`src/rtl/msg_send_driver.sv`:
```
// Transmit framer for the 128-bit message FIFO link: writes a header word, then
// payload words, and puts a running modulo-256 byte checksum into the final word.
module msg_send_driver #(
    parameter logic [31:0] HEADER_MAGIC   = 32'hFDF7_EB90,
    parameter logic [15:0] FRAME_CNT_INIT = 16'h0000
) (
    input  logic         sys_clk_i,
    input  logic         rst_i,
    input  logic         send_req_i,
    input  logic [15:0]  send_frame_len_i,
    input  logic [3:0]   send_frame_type_i,
    input  logic [7:0]   send_src_id_i,
    input  logic [7:0]   send_des_id_i,
    input  logic [7:0]   send_data_type_i,
    input  logic [7:0]   send_data_channel_i,
    input  logic [15:0]  send_data_field_len_i,
    output logic         send_busy_o,
    output logic         send_done_o,
    input  logic         msg_send_valid_i,
    output logic         msg_send_ready_o,
    input  logic [127:0] msg_send_data_i,
    output logic         wr_clk_o,
    output logic         wr_en_o,
    output logic [127:0] wr_dout_o,
    input  logic         wr_full_i
);

    typedef enum logic [1:0] {
        S_IDLE   = 2'd0,
        S_HEADER = 2'd1,
        S_DATA   = 2'd2
    } state_t;

    // Modulo-256 sum of the word's bytes; the low byte is optional because the
    // final word's low byte is replaced by the checksum itself.
    function automatic logic [7:0] byte_sum(input logic [127:0] word, input logic incl_low);
        logic [7:0] acc;
        acc = incl_low ? word[7:0] : 8'h00;
        for (int i = 1; i < 16; i++) begin
            acc = acc + word[i*8 +: 8];
        end
        return acc;
    endfunction

    state_t         state_q, state_d;
    logic [15:0]    frame_len_q, frame_len_d;
    logic [3:0]     frame_type_q, frame_type_d;
    logic [7:0]     src_id_q, src_id_d;
    logic [7:0]     des_id_q, des_id_d;
    logic [7:0]     data_type_q, data_type_d;
    logic [7:0]     data_channel_q, data_channel_d;
    logic [15:0]    data_field_len_q, data_field_len_d;
    logic [18:0]    word_cnt_q, word_cnt_d;
    logic [7:0]     checksum_q, checksum_d;
    logic [15:0]    frame_cnt_q, frame_cnt_d;
    logic           wr_en_q, wr_en_d;
    logic [127:0]   wr_dout_q, wr_dout_d;
    logic           send_done_q, send_done_d;
    logic           send_busy_q, send_busy_d;

    logic           ready_s;
    logic           xfer_s;
    logic           is_last_s;
    logic [18:0]    n_words_s;
    logic [127:0]   header_s;

    assign ready_s   = (state_q == S_DATA) && !wr_full_i;
    assign xfer_s    = ready_s && msg_send_valid_i;
    // N = (frame_len+1)*4 reaches 2^18, hence the 19-bit arithmetic.
    assign n_words_s = ({3'b000, frame_len_q} + 19'd1) << 2;
    assign is_last_s = ((word_cnt_q + 19'd1) == n_words_s);
    assign header_s  = {HEADER_MAGIC, frame_len_q, 12'h000, frame_type_q, frame_cnt_q,
                        src_id_q, des_id_q, data_type_q, data_channel_q, data_field_len_q};

    // State register.
    always_ff @(posedge sys_clk_i) begin
        if (rst_i) begin
            state_q <= S_IDLE;
        end else begin
            state_q <= state_d;
        end
    end

    // Next-state logic.
    always_comb begin
        state_d = state_q;
        case (state_q)
            S_IDLE: begin
                if (send_req_i) state_d = S_HEADER;
                else            state_d = S_IDLE;
            end
            S_HEADER: begin
                if (!wr_full_i) state_d = S_DATA;
                else            state_d = S_HEADER;
            end
            S_DATA: begin
                if (xfer_s && is_last_s) state_d = S_IDLE;
                else                     state_d = S_DATA;
            end
            default: state_d = S_IDLE;
        endcase
    end

    // Output and datapath next values.
    always_comb begin
        frame_len_d      = frame_len_q;
        frame_type_d     = frame_type_q;
        src_id_d         = src_id_q;
        des_id_d         = des_id_q;
        data_type_d      = data_type_q;
        data_channel_d   = data_channel_q;
        data_field_len_d = data_field_len_q;
        word_cnt_d       = word_cnt_q;
        checksum_d       = checksum_q;
        frame_cnt_d      = frame_cnt_q;
        wr_en_d          = 1'b0;
        wr_dout_d        = wr_dout_q;
        send_done_d      = 1'b0;
        send_busy_d      = (state_d != S_IDLE);
        case (state_q)
            S_IDLE: begin
                if (send_req_i) begin
                    frame_len_d      = send_frame_len_i;
                    frame_type_d     = send_frame_type_i;
                    src_id_d         = send_src_id_i;
                    des_id_d         = send_des_id_i;
                    data_type_d      = send_data_type_i;
                    data_channel_d   = send_data_channel_i;
                    data_field_len_d = send_data_field_len_i;
                    word_cnt_d       = 19'd0;
                    checksum_d       = 8'h00;
                end else begin
                    word_cnt_d = word_cnt_q;
                end
            end
            S_HEADER: begin
                if (!wr_full_i) begin
                    wr_en_d    = 1'b1;
                    wr_dout_d  = header_s;
                    word_cnt_d = 19'd1;
                end else begin
                    wr_en_d = 1'b0;
                end
            end
            S_DATA: begin
                if (xfer_s) begin
                    wr_en_d    = 1'b1;
                    word_cnt_d = word_cnt_q + 19'd1;
                    if (is_last_s) begin
                        wr_dout_d   = {msg_send_data_i[127:8],
                                       checksum_q + byte_sum(msg_send_data_i, 1'b0)};
                        send_done_d = 1'b1;
                        frame_cnt_d = frame_cnt_q + 16'd1;
                    end else begin
                        wr_dout_d  = msg_send_data_i;
                        checksum_d = checksum_q + byte_sum(msg_send_data_i, 1'b1);
                    end
                end else begin
                    wr_en_d = 1'b0;
                end
            end
            default: begin
                wr_en_d = 1'b0;
            end
        endcase
    end

    // Datapath and registered outputs.
    always_ff @(posedge sys_clk_i) begin
        if (rst_i) begin
            frame_len_q      <= 16'h0000;
            frame_type_q     <= 4'h0;
            src_id_q         <= 8'h00;
            des_id_q         <= 8'h00;
            data_type_q      <= 8'h00;
            data_channel_q   <= 8'h00;
            data_field_len_q <= 16'h0000;
            word_cnt_q       <= 19'd0;
            checksum_q       <= 8'h00;
            frame_cnt_q      <= FRAME_CNT_INIT;
            wr_en_q          <= 1'b0;
            wr_dout_q        <= 128'd0;
            send_done_q      <= 1'b0;
            send_busy_q      <= 1'b0;
        end else begin
            frame_len_q      <= frame_len_d;
            frame_type_q     <= frame_type_d;
            src_id_q         <= src_id_d;
            des_id_q         <= des_id_d;
            data_type_q      <= data_type_d;
            data_channel_q   <= data_channel_d;
            data_field_len_q <= data_field_len_d;
            word_cnt_q       <= word_cnt_d;
            checksum_q       <= checksum_d;
            frame_cnt_q      <= frame_cnt_d;
            wr_en_q          <= wr_en_d;
            wr_dout_q        <= wr_dout_d;
            send_done_q      <= send_done_d;
            send_busy_q      <= send_busy_d;
        end
    end

    assign wr_clk_o         = sys_clk_i;
    assign wr_en_o          = wr_en_q;
    assign wr_dout_o        = wr_dout_q;
    assign send_done_o      = send_done_q;
    assign send_busy_o      = send_busy_q;
    assign msg_send_ready_o = ready_s;

endmodule

```
`config.mk`:
```
export PLATFORM = sky130hd
export DESIGN_NAME = msg_send_driver
export DESIGN_NICKNAME = d
export VERILOG_FILES = /design/src/rtl/msg_send_driver.sv
export SDC_FILE = /design/constraint.sdc
export NUM_CORES = 1
export LEC_CHECK = 0
export BUFFER_PORTS_ARGS = -buffer_cell sky130_fd_sc_hd__buf_2
export CORE_MARGIN = 2
export CORE_UTILIZATION = 29
export CTS_CLUSTER_DIAMETER = 40
export DETAILED_ROUTE_END_ITERATION = 12
export PLACE_DENSITY = 0.48
export SYNTH_ARGS = -nofsm -noshare
export SYNTH_HDL_FRONTEND = slang
export SYNTH_SLANG_ARGS = --single-unit
export TNS_END_PERCENT = 10
```
`constraint.sdc`:
```
create_clock -name sys_clk_i -period 6.6 [get_ports sys_clk_i]
set_input_delay 0.66 -clock sys_clk_i [delete_from_list [all_inputs] [get_ports sys_clk_i]]
set_output_delay 0.66 -clock sys_clk_i [all_outputs]
set_load 0.005 [all_outputs]
```
==> flow_metrics.tcl, run 1 <==
set metrics [dict create \
    outcome "completed" \
    antenna_left 0 \
    clock_latency_ps 690 \
    firstDrtPassIters 5 \
    synth.net_count 2160 \
    hp-class "input pin to flip-flop" \
    ys_ff_latch 244 \
    die_w_um 240 \
    row_count 86 \
    postSynthCellCount 1745 \
    rsz0062_at_grt "false" \
    reg2reg_setup_slack_ps 2340 \
    min_period_ps 5370 \
    grt_pass1_vias 13600 \
    r2r-start "checksum_q[3]$_SDFFE_PP0P_" \
    skew_ps 18.4 \
    worstRegToRegCells 16 \
    synthTopCellsByCount "inv_1 (252), dfxtp_1 (244), fa_1 (180), nor2_1 (180), nand2_1 (156)" \
    period_share_pct 81.4 \
    power.total_mw 9.22 \
    hp-start "send_data_channel_i[7]" \
    p_leak_nw 8.75 \
    yosysSeqAreaShare_pct 30.2 \
    critPathSlowestCell "fa_1" \
    start_util_pct 29.3 \
    wl_met2_um 29000 \
    crit_path_end_kind "flip-flop" \
    critPathMostFrequentCell "fa_1" \
    synth_async_sr_flop_share_pct 0 \
    path_cells "buf_2 -> inv_1 -> fa_1 -> fa_1 -> inv_1 -> fa_1 -> fa_1 -> fa_1 -> inv_1 -> fa_1 -> inv_1 -> ha_1 -> a21o_1 -> a21oi_1 -> o21bai_1 -> a21oi_1 -> xnor2_1 -> xnor2_1 -> a211oi_1 -> o31ai_1" \
    cts_tree "yes" \
    critPathMaxStageDelay_ps 640 \
    ctsResizeCount 0 \
    r2r_end "checksum_q[7]$_SDFFE_PP0P_" \
    crit_family "adder cells" \
    grt_pass1_wl_um 82900 \
    cp_max_fo 3 \
    critPathLaunchType "input pin" \
    clk_pin_slew_ps 50 \
    die_h_um 240 \
    tightestPinTransition_ps 1160 \
    place_congestion 0.844 \
    setup_viol 0 \
    powerDensity_nw_per_um2 456 \
    routed_wirelength_um 56200 \
    syn_area_per_cell_um2 9.27 \
    core_um2 55100 \
    hold_buffers 0 \
    io_pins 334 \
    synth_top_cell_by_area "dfxtp_1" \
    ir_drop_mv 0.756 \
    drive_gt1_share_pct 22.6 \
    clock.fmax_mhz 186 \
    synth-edff-count 0 \
    arrival_ps 5940 \
    antenna_found_initial 5 \
    ys.flop_type "dfxtp_1" \
    hold-path-endpoint "data_channel_q[7]$_SDFFE_PP0P_" \
    critPathBufInv 5 \
    synth.most_common_cell "inv_1" \
    hold_viol 0 \
    grt_overflow 0 \
    routed.top_layer "met5" \
    met1Wirelength_um 22900 \
    synth_cell_type_count 61 \
    dp_hpwl_um 44300 \
    grt_max_degree 130 \
    maxSlewViolCount 0 \
    max_slew_margin_pct 22.4 \
    drtIter0Drc 623 \
    wl_per_cell_um 19.8 \
    fin_setup_tns_ps 0 \
    synthTopCellsByArea "dfxtp_1 (30%), fa_1 (22%), inv_1 (5.9%)" \
    wl_met3_um 2660 \
    track_usage_pct 19.6 \
    synth_top_area_share_pct 30.2 \
    die-area_um2 57700 \
    syn_to_final_growth_pct 25.1 \
    cts_setup_buffers 0 \
    hold_depth 3 \
    max_cap_viol_count 0 \
    vias 13200 \
    path_class "input pin to flip-flop" \
    cp.required_ps 7170 \
    hold-worst-slack_ps 210 \
    syn_area_um2 16200 \
    nets 2457 \
    via_per_inst 4.64 \
    drc 0 \
    numPortBuffers 333 \
    yosysWarnings 0 \
]
-- logic make-up (layout without fill, tap and decap cells) --
| logic type | Yosys count | after routing | share of synthesized area [%] |
|---|---|---|---|
| muxes | 91 | 91 | 5.73 |
| adders and majority gates | 214 | 214 | 24.9 |
| AOI/OAI and AO/OA | 274 | 274 | 11.6 |
| other | 0 | 3 | 0 |
| buffers and inverters | 351 | 689 | 8.36 |
| xor gates and xnor gates | 96 | 96 | 5.29 |
| and+or+nand+nor | 475 | 475 | 13.9 |
| DFF | 244 | 244 | 30.2 |
-- area by class of cell --
cell class	count	area, um^2
Clock buffer	62	1360
Multi-Input combinational cell	1150	9960
Tap cell	748	936
Fill cell	5727	34900
Inverter	252	946
Clock inverter	34	372
Antenna cell	3	7.51
Sequential cell	244	4880
Timing Repair Buffer	341	1750
-- report_power, final --
| group | total [mW] | internal [mW] | leakage, nW | switching [mW] |
|---|---|---|---|---|
| clock network | 2.59 | 1.68 | 0.837 | 0.914 |
| registers | 1.61 | 1.56 | 1.99 | 0.0569 |
| logic | 5.02 | 2.20 | 5.92 | 2.82 |
-- how the worst max path moves through the flow --
stage,start,to,cells after the start
detailed placement,msg_send_data_i[83],wr_dout_o[7]$_SDFFE_PP0P_,20
floorplan,msg_send_data_i[11],wr_dout_o[7]$_SDFFE_PP0P_,19
CTS,msg_send_data_i[83],wr_dout_o[7]$_SDFFE_PP0P_,20
global route,msg_send_data_i[11],wr_dout_o[7]$_SDFFE_PP0P_,20
global placement,msg_send_data_i[11],wr_dout_o[7]$_SDFFE_PP0P_,20
finish,msg_send_data_i[83],wr_dout_o[7]$_SDFFE_PP0P_,20
-- metal layers --
layer / track usage [%] / vias to the layer above
met5: 0 / -
met4: 6.55 / 4
met3: 3.86 / 77
met2: 35.1 / 298
met1: 23.3 / 6478
li1: - / 6293
-- cells in the final DEF (no fill, tap or decap), types with 21 or more instances in the layout --
cell type  count
buf_2        332
inv_1        252
dfxtp_1      244
fa_1         180
nor2_1       179
nand2_1      155
a21oi_1       98
a211oi_1      95
xnor2_1       78
mux2i_1       78
clkbuf_16     52
ha_1          33
nor3_1        26
a22oi_1       23
nand3_1       21
-- worst min-delay path, delay by kind of cell --
family	cells	cell delay (ps)
simple gates	1	40
compound gates	1	50
buf+inv	1	100
-- sequential cells by signal, indices dropped and copies added (netlist names), 8 cells and up --
register	flops
word_cnt_q	19
frame_len_q	16
des_id_q	8
wr_dout_o	128
src_id_q	8
data_type_q	8
checksum_q	8
data_field_len_q	16
data_channel_q	8
frame_cnt_q	16
-- per-stage QoR --
step           instances  utilization [%]  area (um^2)  setup WS, ps
6_report            2834             36.7        20200          1230
5_1_grt             2833             36.7        20200           948
4_1_cts             2831             36.7        20200          1260
3_5_place_dp        2736             33.6        18500           568
3_3_place_gp        2736             33.6        18500           632
2_1_floorplan       1745                -        16200          1080
Power figures use the tool's default switching activity.
==> run 2: changes to the inputs <==
--- a/config.mk
+++ b/config.mk
@@ -5,12 +5,13 @@
 export SDC_FILE = /design/constraint.sdc
 export NUM_CORES = 1
 export LEC_CHECK = 0
+export ABC_AREA = 1
 export BUFFER_PORTS_ARGS = -buffer_cell sky130_fd_sc_hd__buf_2
 export CORE_MARGIN = 2
 export CORE_UTILIZATION = 29
 export CTS_CLUSTER_DIAMETER = 40
 export DETAILED_ROUTE_END_ITERATION = 12
-export PLACE_DENSITY = 0.48
+export PLACE_DENSITY = 0.47
 export SYNTH_ARGS = -nofsm -noshare
 export SYNTH_HDL_FRONTEND = slang
 export SYNTH_SLANG_ARGS = --single-unit
==> constraint.sdc (replaced) <==
create_clock -name sys_clk_i -period 5.25 [get_ports sys_clk_i]
set_input_delay 0.525 -clock sys_clk_i [delete_from_list [all_inputs] [get_ports sys_clk_i]]
set_output_delay 0.525 -clock sys_clk_i [all_outputs]
set_load 0.005 [all_outputs]
==> run 2 against run 1 <==
Effect of this change:
- synthesized cell count rose by 27%
- largest cell class unchanged
- critical path type unchanged
- register-to-register slack got worse by 1100 ps
- routed wire length rose by 17%
- critical path depth increased by 3
- non-clock buffer count is 107 higher
- core utilization rose by 1.9 points
==> flow_metrics.tcl, run 2 <==
set metrics [dict create \
    outcome "completed" \
    hold-worst-slack_ps 52.3 \
    drtIter0Drc 951 \
    critPathLaunchType "input pin" \
    fillers 6065 \
    seqPwrFrac_pct 15.3 \
    syn_to_final_growth_pct 31.6 \
    cp_max_fo 4 \
    grt_overflow 0 \
    synthTopCellsByArea "dfxtp_1 (29%), fa_1 (21%), nand2_1 (11%)" \
    path_class "input pin to flip-flop" \
    clk_pin_slew_ps 50 \
    yosysWarnings 0 \
    ctsResizeCount 0 \
    yosysSeqAreaShare_pct 28.8 \
    cts_tree "yes" \
    hp-class "input pin to flip-flop" \
    reg2reg_setup_slack_ps 1200 \
    placed_cells_incl_taps 3329 \
    grtUsageMet3_pct 3.86 \
    synth_async_sr_flop_share_pct 0 \
    power.switching_mw 5.98 \
    grt-busiest-layer "met2" \
    fin_setup_tns_ps 0 \
    hold_buffers 0 \
    clock_power_share_pct 28.0 \
    skew_ps 24.4 \
    path_cells "buf_2 -> buf_4 -> fa_1 -> fa_1 -> inv_1 -> fa_1 -> inv_1 -> fa_1 -> fa_1 -> inv_1 -> fa_1 -> inv_1 -> ha_1 -> nand3_1 -> nand3_1 -> nand2_1 -> nand2_1 -> a21o_1 -> nand3_1 -> nand2_1 -> o21a_1 -> nand3b_1 -> a21oi_1" \
    p_leak_nw 10.6 \
    dp_hpwl_um 51500 \
    max_slew_margin_pct 41.3 \
    met1_usage_pct 26.7 \
    grt_pass1_vias 16200 \
    r2r_end "checksum_q[7]$_SDFFE_PP0P_" \
    numPortBuffers 333 \
    hp-start "send_frame_type_i[0]" \
    drc 0 \
    grt_pass1_wl_um 98200 \
    tightestPinTransition_ps 878 \
    ir_drop_mv 0.844 \
    row_count 88 \
    synth.most_common_cell "nand2_1" \
    cp.required_ps 5800 \
    die_h_um 246 \
    synth_top_cell_by_area "dfxtp_1" \
    synth_cell_type_count 42 \
    synth-edff-count 0 \
    cts_setup_buffers 0 \
    worstRegToRegCells 19 \
    ys_ff_latch 244 \
    maxSlewViolCount 0 \
    min_period_ps 5020 \
    r2r-start "checksum_q[4]$_SDFFE_PP0P_" \
    core_um2 57800 \
    track_usage_pct 21.9 \
    grt_max_degree 130 \
    via_per_inst 4.65 \
    die-area_um2 60500 \
    hold-path-endpoint "frame_type_q[0]$_SDFFE_PP0P_" \
    p_comb_share_pct 56.7 \
    stdcell_count 3451 \
    critPathSlowestCell "fa_1" \
    critPathBufInv 6 \
    die_w_um 246 \
    postSynthCellCount 2216 \
    firstDrtPassIters 5 \
    vias 16000 \
    synthTopCellsByCount "nand2_1 (508), inv_1 (337), dfxtp_1 (244), o21ai_0 (181), fa_1 (180)" \
    io_pins 334 \
    gr-usage-met2_pct 38.7 \
    clock.fmax_mhz 199 \
    period_share_pct 95.6 \
    synth_top_area_share_pct 28.8 \
    start_util_pct 29.4 \
    syn_area_per_cell_um2 7.66 \
    max_cap_viol_count 0 \
    mostFrequentLayoutCell "nand2_1" \
    antenna_left 0 \
    syn_area_um2 17000 \
    synth.net_count 2631 \
    largest_reg_flops 128 \
    critPathMostFrequentCell "fa_1" \
    antenna_found_initial 11 \
    place_congestion 0.925 \
    final_cell_mix "nand2_1 (505), inv_1 (336), buf_2 (333), dfxtp_1 (244), o21ai_0 (181)" \
    routed_wirelength_um 65500 \
    hold_depth 3 \
    drive_gt1_share_pct 24.4 \
    p_int_mw 8.38 \
    clock_latency_ps 730 \
    arrival_ps 5570 \
    powerDensity_nw_per_um2 643 \
    critPathMaxStageDelay_ps 590 \
    wl_per_cell_um 19.0 \
    setup_viol 0 \
    crit_family "adder cells" \
    nets 3043 \
    crit_path_end_kind "flip-flop" \
    hold_viol 0 \
    ys.flop_type "dfxtp_1" \
    switching_share_pct 41.7 \
]
run 2: worst max-delay path by stage:
stage	startpoint	slack (ps)	depth (start not counted)	to
CTS	msg_send_data_i[12]	180	26	wr_dout_o[7]$_SDFFE_PP0P_
detailed placement	msg_send_data_i[12]	-560	26	wr_dout_o[7]$_SDFFE_PP0P_
global route	msg_send_data_i[36]	-5	27	wr_dout_o[7]$_SDFFE_PP0P_
finish	msg_send_data_i[12]	230	23	checksum_q[7]$_SDFFE_PP0P_
global placement	msg_send_data_i[12]	-510	26	wr_dout_o[7]$_SDFFE_PP0P_
floorplan	msg_send_data_i[12]	10	25	wr_dout_o[7]$_SDFFE_PP0P_
run 2: worst min-delay path, stage by stage:
cell and delay [ps]:
buf_2 70, o21ai_0 70, nor2_1 80
run 2: stage by stage:
step / instance area [um^2] / worst slack [ps] / power, mW / utilization (%)
after floorplan: 17000 / 13.3 / 7.45 / -
after global placement: 20100 / -506 / 10.1 / 34.7
after detailed placement: 20100 / -558 / 10.2 / 34.7
after CTS: 22300 / 183 / 14.3 / 38.5
after global routing: 22300 / -5.25 / 15.7 / 38.6
final: 22300 / 231 / 14.4 / 38.6
run 2: power by group through the flow:
stage / Combinational (mW) / Clock [mW] / Sequential, mW
finish: 8.15 / 4.02 / 2.19
global route: 9.30 / 4.18 / 2.22
detailed placement: 7.98 / 0.00827 / 2.23
floorplan: 5.24 / 0.0123 / 2.20
CTS: 8.03 / 4.08 / 2.19
global placement: 7.84 / 0.00827 / 2.22
run 2: metal layers:
metal  routed length, um  vias to the layer above  share of wire (%)
met5                   0                        -                  0
met4                1700                        0                2.6
met3                2940                       93                4.5
met2               33700                      350                 51
met1               27200                     7765                 41
li1                    -                     7828                  -
run 2: cells by family after synthesis:
kind of cell               Yosys count  share of synthesized area (%)
AOI/OAI and AO/OA                  399                           12.9
and+or+nand+nor                    860                           21.8
DFF                                244                           28.8
adders and majority gates          214                           23.7
xor gates and xnor gates            47                           2.43
buffers and inverters              452                           10.3
run 2: final cells by class:
type                       instances  area [um^2]  share of cell area (%)
sequential                       244         4880                    21.9
antenna                           10         25.0                   0.112
timing repair buffer             448         2560                    11.5
clock inverter                    39          497                    2.22
multi-input combinational       1520        10400                    46.5
inverter                         351         1320                    5.91
tap                              765          957                    4.29
clock buffer                      74         1700                    7.62
==> run 3: changes to the inputs <==
--- a/config.mk
+++ b/config.mk
@@ -11,7 +11,7 @@
 export CORE_UTILIZATION = 29
 export CTS_CLUSTER_DIAMETER = 40
 export DETAILED_ROUTE_END_ITERATION = 12
-export PLACE_DENSITY = 0.47
+export PLACE_DENSITY = 0.46
 export SYNTH_ARGS = -nofsm -noshare
 export SYNTH_HDL_FRONTEND = slang
 export SYNTH_SLANG_ARGS = --single-unit
==> run 3 against run 2 <==
Effect of this change:
- routed wire length rose by 0.35%
- cell area grew 0.56%
- worst setup slack better by 45 ps
- first-iteration DRC count decreased by 14%
- clock skew down 11 ps
- worst hold slack got worse by 15 ps
- cell count barely moved
- critical path type unchanged
- critical endpoint is now wr_dout_o[7]$_SDFFE_PP0P_
- largest power group unchanged
==> flow_metrics.tcl, run 3 (synthesis results as in run 2) <==
set metrics [dict create \
    grt_max_degree 129 \
    cp.required_ps 5870 \
    clock_latency_ps 740 \
    wl_per_cell_um 19.0 \
    drive_gt1_share_pct 24.5 \
    start_util_pct 29.4 \
    firstDrtPassIters 5 \
    nets 3047 \
    placed_cells_incl_taps 3330 \
    worstRegToRegCells 19 \
    tightestPinTransition_ps 1110 \
    die_w_um 246 \
    grt_pass1_vias 16100 \
    place_congestion 0.885 \
    p_leak_nw 10.6 \
    grt_overflow 0 \
    switching_share_pct 41.5 \
    routed_wirelength_um 65800 \
    track_usage_pct 21.7 \
    stdcell_count 3453 \
    power.switching_mw 5.99 \
    syn_to_final_growth_pct 32.3 \
    antenna_left 0 \
    setup_viol 0 \
    period_share_pct 94.7 \
    numPortBuffers 333 \
    cp_max_fo 3 \
    io_pins 334 \
    arrival_ps 5590 \
    seqPwrFrac_pct 15.2 \
    min_period_ps 4970 \
    vias 16000 \
    clock.fmax_mhz 201 \
    maxSlewViolCount 0 \
    dp_hpwl_um 51400 \
    hold_viol 0 \
    p_int_mw 8.46 \
    reg2reg_setup_slack_ps 1220 \
    critPathLaunchType "input pin" \
    clock_power_share_pct 29.0 \
    die_h_um 246 \
    r2r-start "checksum_q[3]$_SDFFE_PP0P_" \
    mostFrequentLayoutCell "nand2_1" \
    grt_pass1_wl_um 97200 \
    drc 0 \
    clk_pin_slew_ps 50 \
    hp-start "send_frame_type_i[0]" \
    hp-class "input pin to flip-flop" \
    antenna_found_initial 7 \
    p_comb_share_pct 55.8 \
    hold-worst-slack_ps 37.2 \
    hold-path-endpoint "frame_type_q[0]$_SDFFE_PP0P_" \
    final_cell_mix "nand2_1 (506), inv_1 (336), buf_2 (333), dfxtp_1 (244), o21ai_0 (181)" \
    r2r_end "checksum_q[7]$_SDFFE_PP0P_" \
    drtIter0Drc 819 \
    die-area_um2 60500 \
    multi_input_comb_area_um2 10400 \
    powerDensity_nw_per_um2 644 \
    rsz0062_at_grt "false" \
    max_slew_margin_pct 25.7 \
    ir_drop_mv 0.890 \
    fin_util_pct 38.8 \
    via_per_inst 4.63 \
    fillers 6138 \
    seq_area_um2 4880 \
    outcome "completed" \
    row_count 88 \
    skew_ps 13.9 \
    crit_path_end_kind "flip-flop" \
    largest_reg_flops 128 \
    cts_tree "yes" \
    hold_depth 3 \
    path_class "input pin to flip-flop" \
    fin_setup_tns_ps 0 \
    max_cap_viol_count 0 \
    core_um2 57800 \
]
run 3: layout make-up:
class,instances,share of cell area (%)
antenna,5,0.0557
clock buffer,76,7.78
clock inverter,42,2.54
inverter,351,5.88
multi-input combinational,1520,46.2
sequential,244,21.8
tap,765,4.26
timing repair buffer,450,11.5
run 3: power groups by stage:
stage                     combinational [mW]  clock, mW  sequential (mW)
after floorplan                         5.24     0.0123             2.20
after global placement                  7.87    0.00827             2.22
after detailed placement                8.01    0.00827             2.23
after CTS                               8.06       4.26             2.19
after global routing                    9.35       4.36             2.22
final                                   8.06       4.19             2.19
run 3: what timing repair did:
| action | CTS | global route |
|---|---|---|
| resized for setup | 0 | 2 |
| endpoints found under the hold margin | 1 | 0 |
| setup endpoints to repair | 0 | 1 |
| buffers inserted | 0 | 0 |
| hold buffers | 1 | 0 |
run 3: worst max path at each step:
stage	start	endpoint	slack [ps]	cells after the start
after floorplan	msg_send_data_i[12]	wr_dout_o[7]$_SDFFE_PP0P_	10	25
after global placement	msg_send_data_i[36]	wr_dout_o[7]$_SDFFE_PP0P_	-490	26
after detailed placement	msg_send_data_i[12]	wr_dout_o[7]$_SDFFE_PP0P_	-520	26
after CTS	msg_send_data_i[12]	wr_dout_o[7]$_SDFFE_PP0P_	260	26
after global routing	msg_send_data_i[62]	wr_dout_o[7]$_SDFFE_PP0P_	10	26
final	msg_send_data_i[36]	wr_dout_o[7]$_SDFFE_PP0P_	280	26
run 3: critical path, cell delays in order:
cell	delay, ps
buf_2	110
fa_1	540
inv_1	60
fa_1	590
inv_1	80
fa_1	560
fa_1	450
fa_1	540
inv_1	60
fa_1	530
inv_1	70
ha_4	250
a21oi_2	150
o21ai_0	90
nor2_1	220
nand3_1	110
nand2_1	100
nand3_1	100
nand2_1	80
nand2_1	70
nand2_1	70
nand2_1	40
nand2_1	50
nand2_1	40
nand2_1	60
a21oi_1	60
run 3: layer usage:
layer	share of wire, %	global-route usage, %	vias to the layer above
li1	-	-	7826
met1	40	25.6	7644
met2	50	37.7	401
met3	5.8	4.64	119
met4	3.8	9.75	2
met5	0.020	0	-
run 3: metrics by stage:
stage	instance area, um^2	power, mW	worst slack (ps)
6_report	22500	14.4	277
5_1_grt	22500	15.9	12.2
4_1_cts	22400	14.5	264
3_5_place_dp	20100	10.2	-521
3_3_place_gp	20100	10.1	-486
2_1_floorplan	17000	7.45	13.3
